[src/rtl/digit_grid_sampler.sv]
// Reduces a bounding box of the binary frame to a GRID x GRID occupancy bitmap.
// Optional: define GRID_SAMPLER_ABORT_EN to abandon a run when box_valid drops mid-run.
module digit_grid_sampler #(
    parameter int GRID    = 8,
    parameter int IMG_W   = 640,
    parameter int IMG_H   = 480,
    parameter int MIN_CNT = 2
) (
    input  logic                   clk,
    input  logic                   rst,
    input  logic                   en,
    input  logic [19:0]            box_row,
    input  logic [19:0]            box_col,
    input  logic [1:0]             box_valid,
    output logic                   mem_rd,
    output logic [18:0]            mem_addr,
    input  logic                   mem_data,
    output logic [GRID*GRID-1:0]   feature,
    output logic                   feat_valid,
    output logic                   feat_err,
    output logic                   busy
);

    localparam int CW  = 11;
    localparam int CXW = (GRID > 1) ? $clog2(GRID) : 1;
    localparam logic [9:0]    H_L    = 10'(IMG_H);
    localparam logic [9:0]    W_L    = 10'(IMG_W);
    localparam logic [CW-1:0] G_L    = CW'(GRID);
    localparam logic [12:0]   MIN_L  = 13'(MIN_CNT);
    localparam logic [18:0]   W_STEP = 19'(IMG_W);

    typedef enum logic [2:0] {S_IDLE, S_LOAD, S_SCAN, S_DRAIN, S_DONE} state_t;

    state_t         state_q, state_d;
    logic           bv_q;
    logic [9:0]     left_q, left_d;
    logic [9:0]     right_q, right_d;
    logic [9:0]     bottom_q, bottom_d;
    logic [CW-1:0]  w_q, w_d;
    logic [CW-1:0]  h_q, h_d;
    logic [9:0]     col_q, col_d;
    logic [9:0]     row_q, row_d;
    logic [18:0]    addr_q, addr_d;
    logic [18:0]    row_base_q, row_base_d;
    logic [CW-1:0]  cacc_q, cacc_d;
    logic [CW-1:0]  racc_q, racc_d;
    logic [CXW-1:0] cx_q, cx_d;
    logic [CXW-1:0] cy_q, cy_d;
    logic           err_q, err_d;

    logic           v1_q, rend1_q, flush_q;
    logic [CXW-1:0] cx1_q, cy1_q, fcy_q;
    logic [GRID-1:0][12:0] cnt_q, cnt_d;
    logic [GRID-1:0]       row_bits;
    logic [GRID*GRID-1:0]  feature_q;

    logic           bv_all, start, rd, load_go, abort, clr_cnt;
    logic           last_col, last_row, rend, err_c;
    logic [9:0]     top_c, bot_c, left_c, right_c;
    logic [CW-1:0]  w_c, h_c, cacc_sum, racc_sum;

    assign bv_all   = (box_valid == 2'b11);
    assign start    = (state_q == S_IDLE) && en && bv_all && !bv_q;
    assign rd       = (state_q == S_SCAN) && en;
    assign load_go  = (state_q == S_LOAD) && en;
    assign last_col = (col_q == right_q);
    assign last_row = (row_q == bottom_q);
    assign cacc_sum = cacc_q + G_L;
    assign racc_sum = racc_q + G_L;
    // Last pixel of the last image row belonging to the current cell row.
    assign rend     = last_col && (racc_sum >= h_q);
    assign clr_cnt  = load_go || abort;

`ifdef GRID_SAMPLER_ABORT_EN
    assign abort = ((state_q == S_LOAD) || (state_q == S_SCAN) || (state_q == S_DRAIN)) && !bv_all;
`else
    assign abort = 1'b0;
`endif

    // Out-of-range top/left come from an upstream offset that wrapped below zero.
    always_comb begin
        top_c   = (box_row[9:0]   >= H_L) ? 10'd0 : box_row[9:0];
        bot_c   = (box_row[19:10] >= H_L) ? H_L - 10'd1 : box_row[19:10];
        left_c  = (box_col[9:0]   >= W_L) ? 10'd0 : box_col[9:0];
        right_c = (box_col[19:10] >= W_L) ? W_L - 10'd1 : box_col[19:10];
        w_c     = {1'b0, right_c} - {1'b0, left_c} + 11'd1;
        h_c     = {1'b0, bot_c} - {1'b0, top_c} + 11'd1;
        err_c   = (bot_c < top_c) || (right_c < left_c) || (w_c < G_L) || (h_c < G_L);
    end

    always_comb begin
        state_d    = state_q;
        left_d     = left_q;
        right_d    = right_q;
        bottom_d   = bottom_q;
        w_d        = w_q;
        h_d        = h_q;
        col_d      = col_q;
        row_d      = row_q;
        addr_d     = addr_q;
        row_base_d = row_base_q;
        cacc_d     = cacc_q;
        racc_d     = racc_q;
        cx_d       = cx_q;
        cy_d       = cy_q;
        err_d      = err_q;
        case (state_q)
            S_IDLE: begin
                if (start) state_d = S_LOAD;
            end
            S_LOAD: begin
                if (en) begin
                    left_d     = left_c;
                    right_d    = right_c;
                    bottom_d   = bot_c;
                    w_d        = w_c;
                    h_d        = h_c;
                    col_d      = left_c;
                    row_d      = top_c;
                    // Constant-coefficient product: shifts and adds only.
                    row_base_d = 19'(top_c) * W_STEP;
                    addr_d     = (19'(top_c) * W_STEP) + {9'd0, left_c};
                    cacc_d     = '0;
                    racc_d     = '0;
                    cx_d       = '0;
                    cy_d       = '0;
                    err_d      = err_c;
                    state_d    = err_c ? S_DONE : S_SCAN;
                end
            end
            S_SCAN: begin
                if (en) begin
                    if (cacc_sum >= w_q) begin
                        cacc_d = cacc_sum - w_q;
                        cx_d   = cx_q + CXW'(1);
                    end else begin
                        cacc_d = cacc_sum;
                    end
                    if (last_col) begin
                        cacc_d     = '0;
                        cx_d       = '0;
                        col_d      = left_q;
                        row_d      = row_q + 10'd1;
                        row_base_d = row_base_q + W_STEP;
                        addr_d     = row_base_q + W_STEP + {9'd0, left_q};
                        if (racc_sum >= h_q) begin
                            racc_d = racc_sum - h_q;
                            cy_d   = cy_q + CXW'(1);
                        end else begin
                            racc_d = racc_sum;
                        end
                        if (last_row) state_d = S_DRAIN;
                    end else begin
                        col_d  = col_q + 10'd1;
                        addr_d = addr_q + 19'd1;
                    end
                end
            end
            S_DRAIN: begin
                // The final flush completes on the same edge that enters DONE.
                if (en && !v1_q) state_d = S_DONE;
            end
            S_DONE: begin
                state_d = S_IDLE;
            end
            default: state_d = S_IDLE;
        endcase
        if (abort) state_d = S_IDLE;
    end

    always_ff @(posedge clk or negedge rst) begin
        if (!rst) begin
            state_q    <= S_IDLE;
            bv_q       <= 1'b1;   // a level already high out of reset must drop before it can start a run
            left_q     <= '0;
            right_q    <= '0;
            bottom_q   <= '0;
            w_q        <= '0;
            h_q        <= '0;
            col_q      <= '0;
            row_q      <= '0;
            addr_q     <= '0;
            row_base_q <= '0;
            cacc_q     <= '0;
            racc_q     <= '0;
            cx_q       <= '0;
            cy_q       <= '0;
            err_q      <= 1'b0;
        end else begin
            state_q    <= state_d;
            bv_q       <= bv_all;
            left_q     <= left_d;
            right_q    <= right_d;
            bottom_q   <= bottom_d;
            w_q        <= w_d;
            h_q        <= h_d;
            col_q      <= col_d;
            row_q      <= row_d;
            addr_q     <= addr_d;
            row_base_q <= row_base_d;
            cacc_q     <= cacc_d;
            racc_q     <= racc_d;
            cx_q       <= cx_d;
            cy_q       <= cy_d;
            err_q      <= err_d;
        end
    end

    always_ff @(posedge clk or negedge rst) begin
        if (!rst) begin
            v1_q    <= 1'b0;
            cx1_q   <= '0;
            cy1_q   <= '0;
            rend1_q <= 1'b0;
            flush_q <= 1'b0;
            fcy_q   <= '0;
        end else begin
            v1_q    <= rd && !abort;
            cx1_q   <= cx_q;
            cy1_q   <= cy_q;
            rend1_q <= rend;
            flush_q <= v1_q && rend1_q && !abort;
            fcy_q   <= cy1_q;
        end
    end

    genvar gi;
    generate
        for (gi = 0; gi < GRID; gi++) begin : g_cell
            logic [12:0] base;
            logic        hit;
            // A flush and the next cell row's first datum may land in the same cycle.
            assign base          = flush_q ? 13'd0 : cnt_q[gi];
            assign hit           = v1_q && !mem_data && (cx1_q == CXW'(gi));
            assign cnt_d[gi]     = clr_cnt ? 13'd0
                                 : ((hit && (base != 13'h1fff)) ? base + 13'd1 : base);
            assign row_bits[gi]  = (cnt_q[gi] >= MIN_L);
        end
    endgenerate

    always_ff @(posedge clk or negedge rst) begin
        if (!rst) begin
            cnt_q     <= '0;
            feature_q <= '0;
        end else begin
            cnt_q <= cnt_d;
            if (clr_cnt) begin
                feature_q <= '0;
            end else if (flush_q) begin
                feature_q[fcy_q*GRID +: GRID] <= row_bits;
            end
        end
    end

    assign mem_rd     = rd;
    assign mem_addr   = addr_q;
    assign feature    = feature_q;
    assign feat_valid = (state_q == S_DONE);
    assign feat_err   = err_q;
    assign busy       = (state_q != S_IDLE);

endmodule

[config.mk]
export PLATFORM = sky130hd
export DESIGN_NAME = digit_grid_sampler
export DESIGN_NICKNAME = d
export VERILOG_FILES = /design/src/rtl/digit_grid_sampler.sv
export SDC_FILE = /design/constraint.sdc
export NUM_CORES = 1
export LEC_CHECK = 0
export BUFFER_PORTS_ARGS = -buffer_cell sky130_fd_sc_hd__buf_2
export CAP_MARGIN = 30
export CORE_ASPECT_RATIO = 1.5
export CORE_MARGIN = 5
export CORE_UTILIZATION = 42
export CTS_CLUSTER_DIAMETER = 30
export DETAILED_ROUTE_END_ITERATION = 6
export GPL_ROUTABILITY_DRIVEN = 0
export PLACE_DENSITY = 0.65
export REMOVE_ABC_BUFFERS = 1
export SYNTH_ARGS = -nofsm -noshare
export SYNTH_HDL_FRONTEND = slang
export SYNTH_SLANG_ARGS = --single-unit
[constraint.sdc]
create_clock -name clk -period 2.9 [get_ports clk]
set_input_delay 0.435 -clock clk [delete_from_list [all_inputs] [get_ports clk]]
set_output_delay 0.435 -clock clk [all_outputs]
set_load 0.005 [all_outputs]
==> metrics.csv, run 1 <==
stage,metric,value,unit
run,cap_violations,0,
layout,stdcell_count,3057,
setup_path,r2r_setup_slack,0.08,ns
floorplanning,boundaryPins,133,
sta,rsz0062_at_grt,true,
drt,drtIter0Drc,800,
floorplanning,std_cell_rows,96,
sta,worst_slew_pin_slew,0.793,ns
logic_synthesis,yosys_register_bits,316,
drt,ant_nets,0,
power_and_ir_drop,vdd.ir_drop.worst,0.713,mV
clock_network,path_clk_slew,0.05,ns
setup_path,start_kind,input port,
layout,layout_commonest_cell,dfrtp_1,
power_and_ir_drop,p_comb_share,32.6,%
layout,final-seq-area,7910,µm²
place,place_inst,2933,
logic_synthesis,synth_adder_area_share,8.13,%
logic_synthesis,synth_top_family_by_area,simple AND/OR/NAND/NOR gates,
run_status,violations,setup timing,
layout,final_util,54.3,%
power_and_ir_drop,share_seq_of_total_power,30.7,%
layout,final_cell_mix,"313 x dfrtp_1, 204 x buf_4, 199 x nor2_1",
floorplanning,core_area,45800,µm²
floorplanning,fp.dieH,274,µm
logic_synthesis,yosys_most_used_dff,dfrtp_1,
layout,fillers,4054,
global_route,grt_overflow,0,
global_route,grt_pass1_wl,88800,µm
sta,skew,0.0193,ns
clock_network,cts.sinks,316,
power_and_ir_drop,power,19800,µW
hold_path,min_to,bv_q,
logic_synthesis,ys_seq_area_share,40.7,%
power_and_ir_drop,p_leak,0.0118,µW
sta,period_share,101,%
setup_path,crit_fanout,2,
setup_path,r2r_cells,9,
drt,first_pass_iters,5,
logic_synthesis,synth_async_sr_flop_share,100,%
sta,hold_slack,0.135,ns
logic_synthesis,yosys_warnings,0,
logic_synthesis,synth_cell_types,101,
global_route,grt_use_total,21.3,%
drt,vias,16941,
power_and_ir_drop,switching_share,35.5,%
sta,fin_crit,2.94,ns
setup_path,r2r-end,mem_addr[18],
drt,vias_per_cell,5.54,
hold_path,min_path_cells,2,
global_route,antenna_found_initial,1,
logic_synthesis,synth_mux_area_share,2.26,%
sta,slew_violations,0,
hold_path,min_path_type,input port to register,
sta,hold_violations,0,
floorplanning,start_util,42.5,%
logic_synthesis,synth_compound_area_share,15.8,%
layout,multi_input_area,11300,µm²
clock_network,cts_tree,yes,
layout,syn_to_final_growth,27.7,%
run_status,status,"finished, violations left",
setup_path,end_kind,register,
sta,clock.fmax,340,MHz
layout,drive_above_1_share,23.5,%
logic_synthesis,synthXorXnorAreaFrac,7.61,%
clock_network,clkLatencyLatePin,0.58,ns
setup_path,critPathKind,input port to register,
setup_path,arrival,3.39,ns
logic_synthesis,yosys.area_share.simple,21.8,%
clock_network,htree_levels,2,
clock_network,numCtsBuffers,60,
place,place_area,22200,µm²
global_route,grt_max_degree,96,
logic_synthesis,synth_area,19500,µm²
sta,max-slew-margin-rel,47.1,%
clock_network,clock_path_buffers,3,
place,port_buffers,132,
floorplanning,design.die.area,50800,µm²
floorplanning,die_w,186,µm
drt,wl_per_cell,18.0,µm
logic_synthesis,synth_edf_count,0,
power_and_ir_drop,power.switching,7040,µW
setup_path,r2r_start,row_base_q[8],
logic_synthesis,syn_area_per_cell,9.35,µm²
layout,final_nets,2580,
power_and_ir_drop,internal_power,12800,µW
layout,fin_area,24800,µm²
logic_synthesis,synthCells,2081,
clock_network,cts.root.buffer_cell,clkbuf_16,
drt,drt_drc_violations_left,0,
drt,drt_wl_total,54900,µm
sta,setup_viol,2,
hold_path,min_from,box_valid[1],
setup_path,cp.required,3.35,ns
power_and_ir_drop,p_per_area,798,nW/µm²
sta,layout_setup_ws,-0.0380,ns
global_route,grt_pass1_vias,17397,
place,place_hpwl,40400,µm
power_and_ir_drop,clockPowerShare,36.8,%
-- synth_stat cells, types with 40 or more instances --
cell / number / area [µm²]
nor4_1: 40 / 250
dfrtp_1: 315 / 7880
inv_1: 95 / 357
xnor2_1: 98 / 858
nand2_1: 194 / 728
nand3_1: 80 / 400
ha_1: 104 / 1300
a21oi_1: 105 / 526
o21ai_0: 104 / 521
clkbuf_1: 41 / 154
nor2b_1: 55 / 344
nand2b_1: 58 / 363
nor2_1: 204 / 766
a22o_1: 64 / 561
xor2_1: 71 / 622
-- logic make-up (layout without fill, tap and decap cells) --
kind of cell,count (synthesis),count (layout)
buffers and inverters,174,558
XOR/XNOR,169,169
flip-flops,316,316
other,2,6
multiplexers,43,43
adder cells (fa/ha/maj),118,118
AND/OR/NAND/NOR,818,818
AO/OA/AOI/OAI,441,441
-- repair_timing --
action,4_1_cts,5_1_grt
pin swaps,8,24
endpoints found under the setup margin,8,23
resized for setup,23,62
hold buffers,1,0
buffers inserted,4,4
endpoints found under the hold margin,87,0
-- how the worst max path moves through the flow --
stage,endpoint,start,cells past startpoint,slack [ns]
after global placement,state_q[1],box_row[5],16,-0.79
after global routing,mem_addr[18],box_row[8],16,-0.13
after CTS,state_q[1],box_row[18],16,-0.03
after floorplan,col_q[1],state_q[2],4,-12.06
after detailed placement,mem_addr[17],box_row[5],15,-0.86
final,state_q[1],box_row[15],16,-0.04
-- layout make-up --
cell class	count	area share, %
Multi-Input combinational cell	1594	45.4
Sequential cell	316	31.8
Timing Repair Buffer	348	9.74
Clock buffer	70	6.36
Tap cell	588	2.96
Clock inverter	44	2.26
Inverter	96	1.45
Antenna cell	1	0.0101
-- state kept, by name, summed over array words and instances (netlist names), 10 cells and up --
register	flops
cnt_q	104
feature	64
mem_addr	19
row_base_q	12
cacc_q	11
h_q	11
racc_q	11
w_q	11
bottom_q	10
col_q	10
left_q	10
right_q	10
row_q	10
-- critical path: stages --
cell       delay (ns)
buf_2            0.11
a41o_1           0.29
nor2_2           0.14
inv_2            0.06
ha_4             0.26
inv_1            0.04
ha_2             0.19
fa_2             0.34
nor2b_4          0.14
o31a_1           0.25
o221a_2          0.25
or3_4            0.34
a211oi_2         0.18
buf_4            0.15
a211oi_2         0.07
o2bb2ai_1        0.15
-- power by group through the flow --
stage                     registers, µW  clock network (µW)  logic (µW)
final                              6080                7290        6460
after global placement             6100                   0        6080
after global routing               6190                7640        7160
after floorplan                    5880                   0        3940
after detailed placement           6120                   0        6240
after CTS                          6060                7430        6320
-- stage by stage --
step	worst slack (ns)	setup TNS [ns]
2_1_floorplan	-12.06	-2035.74
3_3_place_gp	-0.793	-9.49
3_5_place_dp	-0.857	-11.01
4_1_cts	-0.0266	-0.0462
5_1_grt	-0.131	-0.611
6_report	-0.0380	-0.0726
-- per-layer routing --
metal  GRT usage (%)  share of wire [%]  wire length [µm]  vias up
met5               0                  0                 0        -
met4            10.0                5.3              2930        0
met3            3.12                4.5              2480      157
met2            39.0                 53             28900      457
met1            23.8                 38             20600     8243
li1                -                  -                 -     8084
Power figures use the tool's default switching activity.
==> run 2: changes to the inputs <==
ABC_AREA = 1   (was not set)
CTS_CLUSTER_DIAMETER = 80   (was 30)
==> run 2 against run 1 <==
  * Largest power group is now combinational cells
  * Combinational power is 9.9% higher
  * Wire length rose by 9.9%
  * Non-clock buffer count decreased by 47
  * Register-to-register slack improved by 0.09 ns
  * Die area up 7.4%
  * Final cell count increased by 24%
  * Critical path depth is 1 lower
  * Worst setup slack better by 0.21 ns
  * Sequential power decreased by 2%
  * The flow now finishes without violations
  * Utilization decreased by 4.3 points
==> metrics.csv, run 2 <==
stage,metric,value,unit
run_status,status,finished clean,
drt,vias_per_cell,5.30,
place,port_buffers,132,
setup_path,critPathKind,register to register,
place,place_inst,3726,
logic_synthesis,synth_edf_count,0,
global_route,grt_max_degree,77,
clock_network,cts.root.buffer_cell,clkbuf_16,
layout,final-seq-area,7910,µm²
logic_synthesis,syn_area_per_cell,7.38,µm²
global_route,grt_pass1_vias,20535,
sta,hold_slack,0.164,ns
setup_path,crit_fanout,19,
floorplanning,core_area,49500,µm²
setup_path,arrival,3.13,ns
sta,setup_viol,0,
floorplanning,std_cell_rows,100,
logic_synthesis,yosysMostFrequentCell,nand2_1,
power_and_ir_drop,p_per_area,719,nW/µm²
layout,layout_commonest_cell,nand2_1,
logic_synthesis,synth_cell_types,58,
global_route,grt_pass1_wl,99700,µm
place,place_area,23400,µm²
clock_network,numCtsBuffers,36,
drt,ant_nets,0,
sta,worst_slew_pin_slew,0.860,ns
floorplanning,design.die.area,54600,µm²
layout,regMostFlops,cnt_q,
layout,fillers,4876,
clock_network,htree_levels,2,
logic_synthesis,synth_top_cells_by_count,"595 x nand2_1, 404 x inv_1, 320 x nor2_1, 315 x dfrtp_1, 213 x o21ai_0",
clock_network,clkLatencyLatePin,0.54,ns
drt,first_pass_iters,5,
logic_synthesis,synth_area,21000,µm²
logic_synthesis,yosysTopAreaCell,dfrtp_1,
logic_synthesis,yosys_register_bits,316,
logic_synthesis,yosys_warnings,0,
layout,stdcell_count,3796,
sta,fin_crit,2.73,ns
power_and_ir_drop,vdd.ir_drop.worst,0.682,mV
drt,drt_wl_total,60400,µm
clock_network,path_clk_slew,0.06,ns
logic_synthesis,synthCells,2841,
drt,drtIter0Drc,1189,
sta,max-slew-margin-rel,42.4,%
sta,hold_violations,0,
logic_synthesis,synth_top_area_share,37.6,%
layout,final_nets,3268,
logic_synthesis,yosys_most_used_dff,dfrtp_1,
clock_network,clock_path_buffers,3,
layout,final_cell_mix,"594 x nand2_1, 401 x inv_1, 315 x nor2_1",
layout,syn_to_final_growth,18.1,%
setup_path,cpPeakStageDelay,0.40,ns
global_route,grt_overflow,0,
power_and_ir_drop,power,17800,µW
run,cap_violations,0,
layout,drive_above_1_share,15.8,%
floorplanning,boundaryPins,133,
setup_path,path_cells,ha_1 > nand2_1 > nor2_1 > nand2_1 > xor2_1 > inv_1 > ha_4 > inv_1 > nor3_1 > nand3_1 > nand3_2 > buf_12 > a21oi_1 > o21ai_0 > o21ai_0,
sta,skew,0.0125,ns
drt,drt_drc_violations_left,0,
logic_synthesis,synth_async_sr_flop_share,100,%
setup_path,crit_family,simple AND/OR/NAND/NOR gates,
sta,period_share,94.1,%
setup_path,cpMaxStageDelayCell,dfrtp_1,
logic_synthesis,ys_top_cells_by_area,"dfrtp_1 38%, nand2_1 11%, inv_1 7.2%",
clock_network,cts.sinks,316,
setup_path,start_kind,register,
floorplanning,die_w,192,µm
clock_network,cts_tree,yes,
place,place_hpwl,45700,µm
sta,slew_violations,0,
setup_path,cp.required,3.31,ns
floorplanning,fp.dieH,284,µm
layout,largest_register_ffs,104,
global_route,grt_use_total,21.8,%
power_and_ir_drop,p_leak,0.0121,µW
layout,multi_input_area,11200,µm²
setup_path,end_kind,register,
hold_path,min_path_type,input port to register,
drt,vias,20106,
setup_path,worstPathBufferInverterCount,3,
layout,final_util,50.0,%
drt,wl_per_cell,15.9,µm
sta,clock.fmax,366,MHz
global_route,antenna_found_initial,1,
layout,fin_area,24800,µm²
logic_synthesis,ys_seq_area_share,37.7,%
floorplanning,start_util,42.3,%
[run 2: cell types whose count changed after synthesis, sizes merged, moves of 64 or more]
cell / change
nor2: +140
a22o: -64
inv: +321
nand2: +422
o21ai: +124
nand3: +139
[run 2: per-layer routing]
| metal | vias up | part of all wire [%] | GRT usage [%] |
|---|---|---|---|
| met2 | 602 | 53 | 41.0 |
| met1 | 9523 | 39 | 24.8 |
| met4 | 0 | 4.1 | 8.78 |
| met3 | 150 | 4.6 | 2.36 |
| li1 | 9831 | - | - |
| met5 | - | 0 | 0 |
[run 2: tightest hold or removal path: stages]
cell and delay [ns]:
buf_2 0.09, nand2_1 0.11, inv_1 0.05
[run 2: final cells by class]
class	count	share of cell area [%]
Tap cell	663	3.35
Sequential cell	316	31.9
Clock buffer	49	4.16
Antenna cell	1	0.0101
Clock inverter	17	0.712
Inverter	418	6.37
Multi-Input combinational cell	2031	45.3
Timing Repair Buffer	301	8.21
[run 2: what timing repair did]
action / CTS / global route
setup buffers: 0 / 2
endpoints found under the setup margin: 2 / 34
gates cloned: 0 / 0
hold endpoints to repair: 71 / 0
pin swaps: 0 / 3
hold buffers: 1 / 0
resized for setup: 2 / 30
[run 2: path summary, 6_finish.rpt]
| path | from | slack [ns] | endpoint | cells after the start |
|---|---|---|---|---|
| min in group asynchronous | rst | 0.46 | feature[7] | 2 |
| worst max register to register | racc_q[3] | 0.17 | racc_q[6] | 15 |
| worst min-delay path | box_valid[1] | 0.16 | bv_q | 3 |
| worst max-delay path | racc_q[3] | 0.17 | racc_q[6] | 15 |
| worst min register to register | cy1_q[2] | 0.35 | fcy_q[2] | 0 |
| max in group asynchronous | rst | 1.61 | left_q[0] | 3 |
[run 2: metrics by stage]
stage,setup WS [ns],setup TNS (ns)
global route,-0.0411,-0.0843
detailed placement,-0.560,-5.31
finish,0.171,0
global placement,-0.517,-3.74
floorplan,-4.60,-791.22
CTS,0.0460,0
[run 2: cell families after synthesis]
logic type / synth area share (%)
compound gates: 12.8
xor+xnor: 3.88
fa+ha+maj: 7.54
buf+inv: 9.49
flops: 37.7
other cells: 0.0358
simple gates: 28.5
[run 2: power breakdown]
part	internal (µW)	total, µW	switching, µW
registers	5220	5980	763
logic	2580	7100	4520
clock network	2780	4720	1950
total	10600	17800	7230
